==> config.mk <==
export PLATFORM = sky130hd
export DESIGN_NAME = btn_conditioner_flat
export DESIGN_NICKNAME = d
export VERILOG_FILES = /design/src/rtl/btn_conditioner_pkg.sv /design/src/rtl/btn_conditioner_if.sv /design/src/rtl/btn_conditioner_channel.sv /design/src/rtl/btn_conditioner.sv /design/src/flat_wrapper.sv
export SDC_FILE = /design/constraint.sdc
export NUM_CORES = 1
export LEC_CHECK = 0
export ABC_AREA = 1
export CAP_MARGIN = 20
export CORE_MARGIN = 5
export CORE_UTILIZATION = 65
export DETAILED_ROUTE_END_ITERATION = 16
export GPL_ROUTABILITY_DRIVEN = 0
export MAX_ROUTING_LAYER = met4
export PLACE_DENSITY_LB_ADDON = 0.12
export SLEW_MARGIN = 20
export SYNTH_ARGS = -nofsm -noshare
export SYNTH_HDL_FRONTEND = slang
export SYNTH_SLANG_ARGS = --single-unit
==> constraint.sdc <==
create_clock -name clk -period 3.1 [get_ports clk]
set_input_delay 0.31 -clock clk [delete_from_list [all_inputs] [get_ports clk]]
set_output_delay 0.31 -clock clk [all_outputs]
set_load 0.05 [all_outputs]
==> src/rtl/btn_conditioner_pkg.sv <==
// Shared constants for the button front end: button indices, default 50 MHz timing
// and the auto-repeat phase type used by each channel.
package btn_conditioner_pkg;

    localparam int unsigned NUM_BTN   = 6;
    localparam int unsigned BTN_UP    = 0;
    localparam int unsigned BTN_DOWN  = 1;
    localparam int unsigned BTN_LEFT  = 2;
    localparam int unsigned BTN_RIGHT = 3;
    localparam int unsigned BTN_ENTER = 4;
    localparam int unsigned BTN_ESC   = 5;

    localparam int unsigned DEF_DEBOUNCE_CYCLES = 500000;
    localparam int unsigned DEF_REPEAT_DELAY    = 25000000;
    localparam int unsigned DEF_REPEAT_PERIOD   = 5000000;
    localparam int unsigned DEF_CNT_W           = 25;
    localparam logic [NUM_BTN-1:0] DEF_REPEAT_MASK = 6'b000011;

    typedef enum logic [1:0] {
        REP_IDLE,
        REP_DELAY,
        REP_PERIOD
    } rep_state_e;

endpackage

==> src/rtl/btn_conditioner_if.sv <==
// Button bundle between board pins and the watch: raw active-low inputs in,
// press pulses and debounced levels out.
interface btn_conditioner_if;
    import btn_conditioner_pkg::*;

    logic [NUM_BTN-1:0] btn_n_i;
    logic [NUM_BTN-1:0] pulse_o;
    logic [NUM_BTN-1:0] level_o;

    modport master (output btn_n_i, input  pulse_o, input  level_o);
    modport slave  (input  btn_n_i, output pulse_o, output level_o);

endinterface

==> src/rtl/btn_conditioner_channel.sv <==
// One button: 2-flop synchronizer, debounce counter, registered press edge and
// optional auto-repeat timer.
module btn_channel
    import btn_conditioner_pkg::*;
#(
    parameter int unsigned DEBOUNCE_CYCLES = DEF_DEBOUNCE_CYCLES,
    parameter int unsigned REPEAT_DELAY    = DEF_REPEAT_DELAY,
    parameter int unsigned REPEAT_PERIOD   = DEF_REPEAT_PERIOD,
    parameter int unsigned CNT_W           = DEF_CNT_W,
    parameter bit          REPEAT_EN       = 1'b0
) (
    input  logic clk,
    input  logic rst,
    input  logic btn_n_i,
    output logic pulse_o,
    output logic level_o
);

    localparam logic [CNT_W-1:0] DEB_LAST   = CNT_W'(DEBOUNCE_CYCLES - 1);
    localparam logic [CNT_W-1:0] DELAY_LAST = CNT_W'(REPEAT_DELAY - 1);
    localparam logic [CNT_W-1:0] PER_LAST   = CNT_W'(REPEAT_PERIOD - 1);
    localparam logic [CNT_W-1:0] ONE        = CNT_W'(1);

    logic             sync1_q, sync2_q;
    logic             deb_q, deb_d;
    logic [CNT_W-1:0] dcnt_q, dcnt_d;
    logic             level_q, pulse_q, pulse_d;
    rep_state_e       rstate_q, rstate_d;
    logic [CNT_W-1:0] rcnt_q, rcnt_d;
    logic             pressed, press, rep_fire;

    assign pressed = ~sync2_q;
    assign press   = deb_q & ~level_q;

    always_ff @(posedge clk) begin
        if (rst) begin
            sync1_q  <= 1'b1;
            sync2_q  <= 1'b1;
            deb_q    <= 1'b0;
            dcnt_q   <= '0;
            level_q  <= 1'b0;
            pulse_q  <= 1'b0;
            rstate_q <= REP_IDLE;
            rcnt_q   <= '0;
        end else begin
            sync1_q  <= btn_n_i;
            sync2_q  <= sync1_q;
            deb_q    <= deb_d;
            dcnt_q   <= dcnt_d;
            level_q  <= deb_q;
            pulse_q  <= pulse_d;
            rstate_q <= rstate_d;
            rcnt_q   <= rcnt_d;
        end
    end

    always_comb begin
        deb_d  = deb_q;
        dcnt_d = dcnt_q;
        if (pressed == deb_q) begin
            dcnt_d = '0;
        end else if (dcnt_q == DEB_LAST) begin
            deb_d  = ~deb_q;
            dcnt_d = '0;
        end else if (dcnt_q != '1) begin
            dcnt_d = dcnt_q + ONE;
        end
    end

    // Any synced release ends the repeat run at once, before the debounced level falls.
    always_comb begin
        rstate_d = rstate_q;
        rcnt_d   = rcnt_q;
        rep_fire = 1'b0;
        if (REPEAT_EN) begin
            if (press) begin
                rstate_d = REP_DELAY;
                rcnt_d   = '0;
            end else if (rstate_q != REP_IDLE) begin
                if (!pressed) begin
                    rstate_d = REP_IDLE;
                    rcnt_d   = '0;
                end else if (rcnt_q == ((rstate_q == REP_DELAY) ? DELAY_LAST : PER_LAST)) begin
                    rep_fire = 1'b1;
                    rstate_d = REP_PERIOD;
                    rcnt_d   = '0;
                end else if (rcnt_q != '1) begin
                    rcnt_d = rcnt_q + ONE;
                end
            end
        end
    end

    assign pulse_d = press | rep_fire;
    assign pulse_o = pulse_q;
    assign level_o = level_q;

endmodule

==> src/rtl/btn_conditioner.sv <==
// Watch input front end: one independent conditioning channel per push-button.
module btn_conditioner
    import btn_conditioner_pkg::*;
#(
    parameter int unsigned        DEBOUNCE_CYCLES = DEF_DEBOUNCE_CYCLES,
    parameter int unsigned        REPEAT_DELAY    = DEF_REPEAT_DELAY,
    parameter int unsigned        REPEAT_PERIOD   = DEF_REPEAT_PERIOD,
    parameter logic [NUM_BTN-1:0] REPEAT_MASK     = DEF_REPEAT_MASK,
    parameter int unsigned        CNT_W           = DEF_CNT_W
) (
    input  logic clk,
    input  logic rst,
    btn_conditioner_if.slave bus
);

    logic [NUM_BTN-1:0] pulse;
    logic [NUM_BTN-1:0] level;

    for (genvar g = 0; g < NUM_BTN; g++) begin : g_ch
        btn_channel #(
            .DEBOUNCE_CYCLES (DEBOUNCE_CYCLES),
            .REPEAT_DELAY    (REPEAT_DELAY),
            .REPEAT_PERIOD   (REPEAT_PERIOD),
            .CNT_W           (CNT_W),
            .REPEAT_EN       (REPEAT_MASK[g])
        ) u_ch (
            .clk     (clk),
            .rst     (rst),
            .btn_n_i (bus.btn_n_i[g]),
            .pulse_o (pulse[g]),
            .level_o (level[g])
        );
    end

    assign bus.pulse_o = pulse;
    assign bus.level_o = level;

endmodule

==> src/flat_wrapper.sv <==
// flat-port wrapper written by rule: the top's interface ports become plain ports
module btn_conditioner_flat import btn_conditioner_pkg::*;
#(
    parameter int unsigned        DEBOUNCE_CYCLES = DEF_DEBOUNCE_CYCLES,
    parameter int unsigned        REPEAT_DELAY    = DEF_REPEAT_DELAY,
    parameter int unsigned        REPEAT_PERIOD   = DEF_REPEAT_PERIOD,
    parameter logic [NUM_BTN-1:0] REPEAT_MASK     = DEF_REPEAT_MASK,
    parameter int unsigned        CNT_W           = DEF_CNT_W
)
  (clk, rst, bus_btn_n_i, bus_pulse_o, bus_level_o);
  btn_conditioner_if bus_i ();
  input  logic clk;
  input  logic rst;
  input wire logic [$bits(bus_i.btn_n_i)-1:0] bus_btn_n_i;
  output wire logic [$bits(bus_i.pulse_o)-1:0] bus_pulse_o;
  output wire logic [$bits(bus_i.level_o)-1:0] bus_level_o;
  assign bus_i.btn_n_i = bus_btn_n_i;
  assign bus_pulse_o = bus_i.pulse_o;
  assign bus_level_o = bus_i.level_o;
  btn_conditioner #(.DEBOUNCE_CYCLES(DEBOUNCE_CYCLES), .REPEAT_DELAY(REPEAT_DELAY), .REPEAT_PERIOD(REPEAT_PERIOD), .REPEAT_MASK(REPEAT_MASK), .CNT_W(CNT_W)) u_core (.clk(clk), .rst(rst), .bus(bus_i));
endmodule
# == Word level (Yosys, flattened, before mapping) ==
# Cells that the tools add are included.
# totals
ramBits,0
mem_bits_ro,0
word_cells,160
in_bits,8
register_bits,234
latch_bits,0
memories,0
# classes
n_lt_le_gt_ge,0
shift,0
div,0
n_addsub,8
mux,24
reduce_logical,30
n_mul,0
bitwise,32
eq_ne,24
# ops
operator,count
adder 25 x 1 -> 25 bit (second input constant),8
2-to-1 mux 25 bit,8
!= test 25 bit (second input constant),8
equality test 25 x 19 -> 1 bit (second input constant),6
equality test 25 bit,2
inverter 1 bit,24
AND reduction 2 bit,12
OR reduction 3 bit,6
2-to-1 mux 1 bit,12
nonzero test 2 bit,6
nonzero test 3 bit,4
2-to-1 mux 2 bit,4
bitwise AND 1 bit,6
equality test 1 bit,6
equality test 2 x 1 -> 1 bit (second input constant),2
OR reduction 2 bit,2
bitwise OR 1 bit,2

# == Longest topological paths before layout ==
# Gate-level depths: netlist of the first run.
# depth
ltp_word,8
mapped_depth,12

# == Cells and area by module ==
# From an unflattened synthesis of the first run, not the netlist that was laid out.
# hier_totals
hier_cells,2206
area_unflattened_um2,13917.1
# modules_own_cells
module,n_inst,cells_per_inst,area_each_um2,seq_area_each_um2
btn_channel (u_core.g_ch[0].u_ch ...),2,569,3560.9,1141.1
btn_channel (u_core.g_ch[2].u_ch ...),3,267,1696.6,600.6
btn_channel (u_core.g_ch[5].u_ch),1,267,1705.4,600.6

# == Worst setup path before layout of the first run ==
# Ideal clock, no wire load.
# synth_path
path_type,register to register
startpoint,register u_core.g_ch[2].u_ch.dcnt_q[0]
endpoint,register u_core.g_ch[2].u_ch.dcnt_q[24]
path_slack_ns,1.350
arrival_time_ns,1.635
t_required_ns,2.985
path_stages_with_launch,10
setup_ns,0.115
path_buffers,1
cell_sequence,dfxtp_1 ha_1 inv_1 nor3_4 nand3_1 nor3_2 nor2_2 inv_2 buf_6 nor2_1
# synth_between
elab_chain_cells,2
# synth_rtl
item,line_no,rtl
"start, declared",btn_conditioner_channel.sv:26,"logic [CNT_W-1:0] dcnt_q, dcnt_d;"
"start signal, assigned",btn_conditioner_channel.sv:49,dcnt_q <= dcnt_d;
branches (longest 2 deep; another with adder 25 x 1 -> 25 bit),n/a,
# Several ways; the timed one is not identified.
# A chain may end at the register's enable or synchronous reset.

# == Final worst setup path of the first run ==
# layout_path
startpoint,register u_core.g_ch[1].u_ch.rcnt_q[1]
endpoint,register u_core.g_ch[1].u_ch.rcnt_q[2]
# layout_between
elab_chain_cells,4
# layout_rtl
item,line_no,rtl
"start, declared",btn_conditioner_channel.sv:29,"logic [CNT_W-1:0] rcnt_q, rcnt_d;"
"start signal, assigned",btn_conditioner_channel.sv:53,rcnt_q <= rcnt_d;
adder 25 x 1 -> 25 bit,btn_conditioner_channel.sv:88,rcnt_d = rcnt_q + ONE;
2-to-1 mux 25 bit,btn_conditioner_channel.sv:87,end else if (rcnt_q != '1) begin
2-to-1 mux 25 bit,btn_conditioner_channel.sv:83,end else if (rcnt_q == ((rstate_q == REP_DELAY) ? DELAY_LAST : PER_LAST)) begin
2-to-1 mux 25 bit,btn_conditioner_channel.sv:80,if (!pressed) begin
# Parallel ways exist; a longest one is shown, timed or not. The select of a mux whose other input is x is not followed.

==> results.txt, run 1 <==
Outcome = completed
Setup Fix Bufs, Post-CTS = 0
Clk_lat worst skew = 530 ps
Initial antenna violation count = 0
Top cells by area, synth = dfxtp_1 35%, nand2_1 13%, nor2_1 8.6%
Largest net degree at the start of global routing = 28
Core Box Area = 0.0202 mm^2
Wire per inst = 13.3 um
Die W = 153 um
MaxCap Viol Count = 0
IO Pins = 20
Worst Max-Slew Pin Slew = 699 ps
Share of layout cells above drive strength 1 = 6.70%
Die Footprint = 0.0235 mm^2
Synth Instances = 2061
Synthesized flop and latch total = 234
Pre-CTS setup slack = 759 ps
Most frequent cells in the layout = 476 x nand2_1, 305 x nor2_1, 296 x inv_1
Avg Inst Size Synth = 6.49 um^2
Worst setup SP type = register
Vias per std cell = 5.46
Final Total Pwr = 0.00616 W
Cell variety after synth = 46
First-pass GRT wire length = 52900 um
Post-DRT Antenna Nets = 0
Number of synthesized flops with an enable pin = 0
Post-layout min period = 2420 ps
Iter 0 DRT Violations = 936
Cts hold-fix bufs = 0
Worst Path Max Fanout = 15
RSZ-0062 raised after global routing = false
Fmax = 412 MHz
WP data required = 3510 ps
Cts bufs inserted = 26
Internal reg-to-reg setup slack = 680 ps
Critical Path AT = 2840 ps
Fin worst setup slack = 676 ps
Starting density of the core = 66.1%
Fin crit share = 78.2%
Crit end category = register
I/O Buffers = 19
Post-cts resize count = 0
Synth Net Count = 2077
Max-slew violations = 0
Crit path kind = register to register
Pleak = 5.79 nW
Filler Cell Count = 1727
DP HPWL = 22600 um
Relative slew slack = 53.2%
Overflow after GRT = 0
Synth warn = 0
Deepest clock path buffer count = 3
Post-synth top flop = dfxtp_1
Cell accounting for the most synthesized area = dfxtp_1
Routed via count = 12900
Drt drc = 0
Synthesized cell area = 0.0134 mm^2
Root buffer cell = clkbuf_16
Total Neg Setup Slack = 0 ps
Final nets = 2086
Power per cell area = 424 mW/mm^2
Worst Skew = 11.8 ps
Final setup violation count = 0
Hold Vio Cnt, Final = 0
Core Util, Final = 71.8%
Drt first pass iters = 6
Peak VDD IR = 0.389 mV
Share of the yosys chip area belonging to registers = 35.0%
Total Routing Usage GR = 26.2%
Synth top area share = 35.0%
Share of flip-flops with an asynchronous set or reset = 0%
Sink Count = 234
Drt total wl = 31300 um
Row count = 52
Most common cell after layout, fill and taps aside = nand2_1
Via count of the first global-routing pass = 11700
Reg clk slew, reported paths = 60 ps
Area delta synth->final = 8.68%
# H-tree levels = 1
Min-Delay Path Class = primary input to register
Ant. Diodes = 0
CTS tree = built
Die height = 153 um
## path summary, 6_finish.rpt
kind	startpoint	end	cells after the start
max reg2reg	u_core.g_ch[1].u_ch.rcnt_q[1]	u_core.g_ch[1].u_ch.rcnt_q[2]	10
min	bus_btn_n_i[5]	u_core.g_ch[5].u_ch.sync1_q	2
min reg2reg	u_core.g_ch[5].u_ch.sync1_q	u_core.g_ch[5].u_ch.sync2_q	1
max	u_core.g_ch[1].u_ch.rcnt_q[1]	u_core.g_ch[1].u_ch.rcnt_q[2]	10
## synth_stat cells (all sizes together), types with 3 or more instances
cell type,n
xor2,64
nor2,322
nor3,90
o21ai,44
nor4,21
nand2,486
dfxtp,234
xnor2,28
buf,35
a31oi,19
or2,34
clkbuf,14
clkinv,4
nand4,60
ha,8
nand3,197
o211ai,3
nor3b,9
nand3b,7
a21oi,66
inv,306
## worst max-delay path, cell delays in order (launching register included)
cell and delay (ps):
dfxtp_1 380, ha_1 180, nand2_1 110, nor2_4 180, inv_1 90, nor2_1 100, nand3_1 400, nand3_2 200
nand2_1 300, o21ai_0 290, nor2_1 60
## through the flow
stage / cells / cell area (um^2) / hold WS, ps
floorplan: 2061 / 13400 / 389
global placement: 2312 / 13700 / 393
detailed placement: 2312 / 13700 / 395
CTS: 2360 / 14500 / 331
global route: 2360 / 14500 / 346
finish: 2360 / 14500 / 345
## per-layer routing
metal / wire length (um) / global-route usage, % / share of wire [%]
met5: 0 / - / 0
met4: 862 / 7.32 / 2.8
met3: 1810 / 3.05 / 5.8
met2: 14400 / 42.7 / 46
met1: 14300 / 34.7 / 46
## cell type report
cell class	instances	area (um^2)	area share, %
Multi-Input combinational cell	1468	7210	49.6
Sequential cell	234	4680	32.2
Inverter	310	1170	8.04
Clock buffer	40	753	5.18
Tap cell	270	338	2.32
Timing Repair Buffer	30	273	1.88
Clock inverter	8	101	0.697
## state kept, by name, summed over array words and instances (netlist names)
signal,cells
u_core.g_ch.u_ch.deb_q,6
u_core.g_ch.u_ch.level_o,6
u_core.g_ch.u_ch.rcnt_q,50
u_core.g_ch.u_ch.sync2_q,6
u_core.g_ch.u_ch.rstate_q,4
u_core.g_ch.u_ch.dcnt_q,150
u_core.g_ch.u_ch.sync1_q,6
u_core.g_ch.u_ch.pulse_o,6
## power by group
| part | internal [W] | switching (W) |
|---|---|---|
| clock | 0.00184 | 0.00121 |
| sequential | 0.00302 | 0.00000662 |
| combinational | 0.0000335 | 0.0000610 |
## cells by family after synthesis
logic type	count (synthesis)	synth area share, %
and+or+nand+nor	1231	41.7
DFF	234	35.0
AOI/OAI and AO/OA	137	5.46
buffers and inverters	359	11.0
adders and majority gates	8	0.749
xor gates and xnor gates	92	6.03
No activity file was read; power rests on OpenSTA's default activity.
==> run 2, diff against run 1 <==
CORE_UTILIZATION = 57   (was 65)
clock period = 2 ns   (was 3.1 ns; I/O delays follow)
==> run 2 against run 1 <==
Against the previous run:
- final area grew 4.8%
- utilization shrank 6.3 points
- highest routed layer unchanged
- via count shrank 0.28%
- total power grew 62%
- sequential share of layout area shrank 1.4 points
- count of clock-buffer cells in the layout shrank 4
- clock skew shrank 4.1 ps
- setup slack lost 610 ps
- wire length grew 0.66%
- die area grew 13%
- first-iteration DRC count grew 11%
==> results.txt, run 2 (synthesized netlist as in run 1, its figures left out) <==
Outcome = completed
Most common cell after layout, fill and taps aside = nand2_1
Peak VDD IR = 0.653 mV (+68%)
Drt total wl = 31500 um (+0.66%)
Final nets = 2144 (+2.8%)
Share of layout cells above drive strength 1 = 10.8% (+4.1 points)
Vias per std cell = 5.21 (-4.5%)
Die Footprint = 0.0266 mm^2 (+13%)
Worst Skew = 7.76 ps (-4.06 ps)
Final Cell Area = 0.0152 mm^2 (+4.8%)
Power per cell area = 656 mW/mm^2 (+55%)
Worst Path Max Fanout = 2 (-13)
DP HPWL = 23200 um (+2.6%)
Met1 WL = 14800 um (+3.7%)
Row count = 56 (+7.7%)
Clk_lat worst skew = 530 ps (about the same)
Worst r2r path cells = 11 (+1)
MaxCap Viol Count = 0 (unchanged)
Worst setup SP type = register
Largest net degree at the start of global routing = 27 (-3.6%)
IO Pins = 20 (unchanged)
WP data required = 1800 ps (-1710 ps)
Most frequent cells in the layout = 470 x nand2_1, 301 x nor2_1, 294 x inv_1
Drt first pass iters = 7 (+1)
Reg clk slew, reported paths = 60 ps (about the same)
I/O Buffers = 19 (unchanged)
Total Neg Setup Slack = 0 ps (unchanged)
Area delta synth->final = 13.9%
Fin crit share = 96.5%
First-pass GRT wire length = 54300 um (+2.7%)
Fmax = 518 MHz
Post-DRT Antenna Nets = 0 (unchanged)
Worst Max-Slew Pin Slew = 518 ps (-180 ps)
CP max stage cell = clkdlybuf4s50_1
Via count of the first global-routing pass = 11900 (+2.0%)
Ant. Diodes = 0 (unchanged)
Largest regs = u_core.g_ch.u_ch.dcnt_q: 150 flops, u_core.g_ch.u_ch.rcnt_q: 50 flops
Largest reg by FF count = u_core.g_ch.u_ch.dcnt_q
WP buf/inv = 1 (unchanged)
Die height = 163 um (+6.3%)
Final setup violation count = 0 (unchanged)
Pleak = 6.13 nW (+5.9%)
WL met3 = 1680 um (-7.0%)
Crit end category = primary output
RSZ-0062 raised after global routing = true
Max FFs per register = 150 (unchanged)
Crit path kind = register to primary output
# H-tree levels = 1 (unchanged)
Max-slew violations = 0 (unchanged)
Total Routing Usage GR = 24.3% (-1.9 points)
CP peak stage delay = 840 ps (+440 ps)
Initial antenna violation count = 0 (unchanged)
CP cell instances = clkdlybuf4s50_1
Core Box Area = 0.0233 mm^2 (+15%)
Worst hold path depth = 2 (unchanged)
Met2 WL = 14200 um (-1.1%)
Overflow after GRT = 0 (unchanged)
Die W = 163 um (+6.3%)
Cts bufs inserted = 27 (+3.8%)
Post-layout min period = 1930 ps
CP top delay family = buffers and inverters
Worst path depth = 1 (-9)
Highest routed layer = met4
Iter 0 DRT Violations = 1038 (+11%)
Routed via count = 12800 (-0.28%)
Wire per inst = 12.8 um (-3.6%)
Min-Delay Path Class = primary input to register
Drt drc = 0 (unchanged)
CTS tree = built
Relative slew slack = 65.3% (+12 points)
Placed Area = 0.0141 mm^2 (+2.9%)
Critical Path AT = 1730 ps (-1110 ps)
Root buffer cell = clkbuf_16
Starting density of the core = 57.5% (-8.6 points)
Deepest clock path buffer count = 3 (unchanged)
Sink Count = 234 (unchanged)
Hold Vio Cnt, Final = 0 (unchanged)
## run 2: cell types whose count changed in the layout (fill, tap and decap cells not counted), sizes merged
cell / before / now
clkinvlp: 0 / 1
bufinv: 2 / 5
buf: 11 / 67
clkbuf: 40 / 37
inv: 306 / 304
clkinv: 10 / 11
## run 2: final timing paths
kind | startpoint | to | slack, ps
max | u_core.g_ch[3].u_ch.level_o | bus_level_o[3] | 70
min | bus_btn_n_i[1] | u_core.g_ch[1].u_ch.sync1_q | 230
max reg2reg | u_core.g_ch[0].u_ch.rcnt_q[1] | u_core.g_ch[0].u_ch.rcnt_q[4] | 130
min reg2reg | u_core.g_ch[4].u_ch.sync1_q | u_core.g_ch[4].u_ch.sync2_q | 410
## run 2: area by class of cell
| class | instances | area, um^2 |
|---|---|---|
| multi-input cells | 1468 | 7310 |
| clock buffers | 36 | 749 |
| repair buffers | 87 | 708 |
| inverters | 310 | 1180 |
| flip-flops and latches | 234 | 4690 |
| well taps | 319 | 399 |
| fillers | 2153 | 8030 |
| clock inverters | 11 | 184 |
## run 2: power breakdown
part	total [W]	internal, W	switching [W]
Combinational	0.000163	0.0000597	0.000103
Clock	0.00514	0.00325	0.00189
Sequential	0.00469	0.00468	0.00000930
## run 2: per-stage QoR
step,util [%],total power (W),worst slack (ps),instances,hold slack (ps)
global route,65.5,0.0103,-22.1,2465,227
global placement,60.5,0.00494,104,2405,390
detailed placement,60.5,0.00495,3.94,2405,399
CTS,64.5,0.0101,11.9,2453,208
floorplan,-,0.00488,250,2061,304
finish,65.5,0.00999,69.1,2465,232
## run 2: what timing repair did
item	4_1_cts	5_1_grt
hold buffers	0	0
pin swaps	1	8
setup endpoints to repair	1	172
setup buffers	1	11
cloned	0	1
gates resized for setup	1	45
## run 2: per-layer routing
layer | global-route usage, % | vias to the layer above
li1 | - | 6666
met1 | 32.8 | 5772
met2 | 38.4 | 324
met3 | 3.76 | 78
met4 | 6.40 | 0
met5 | - | -
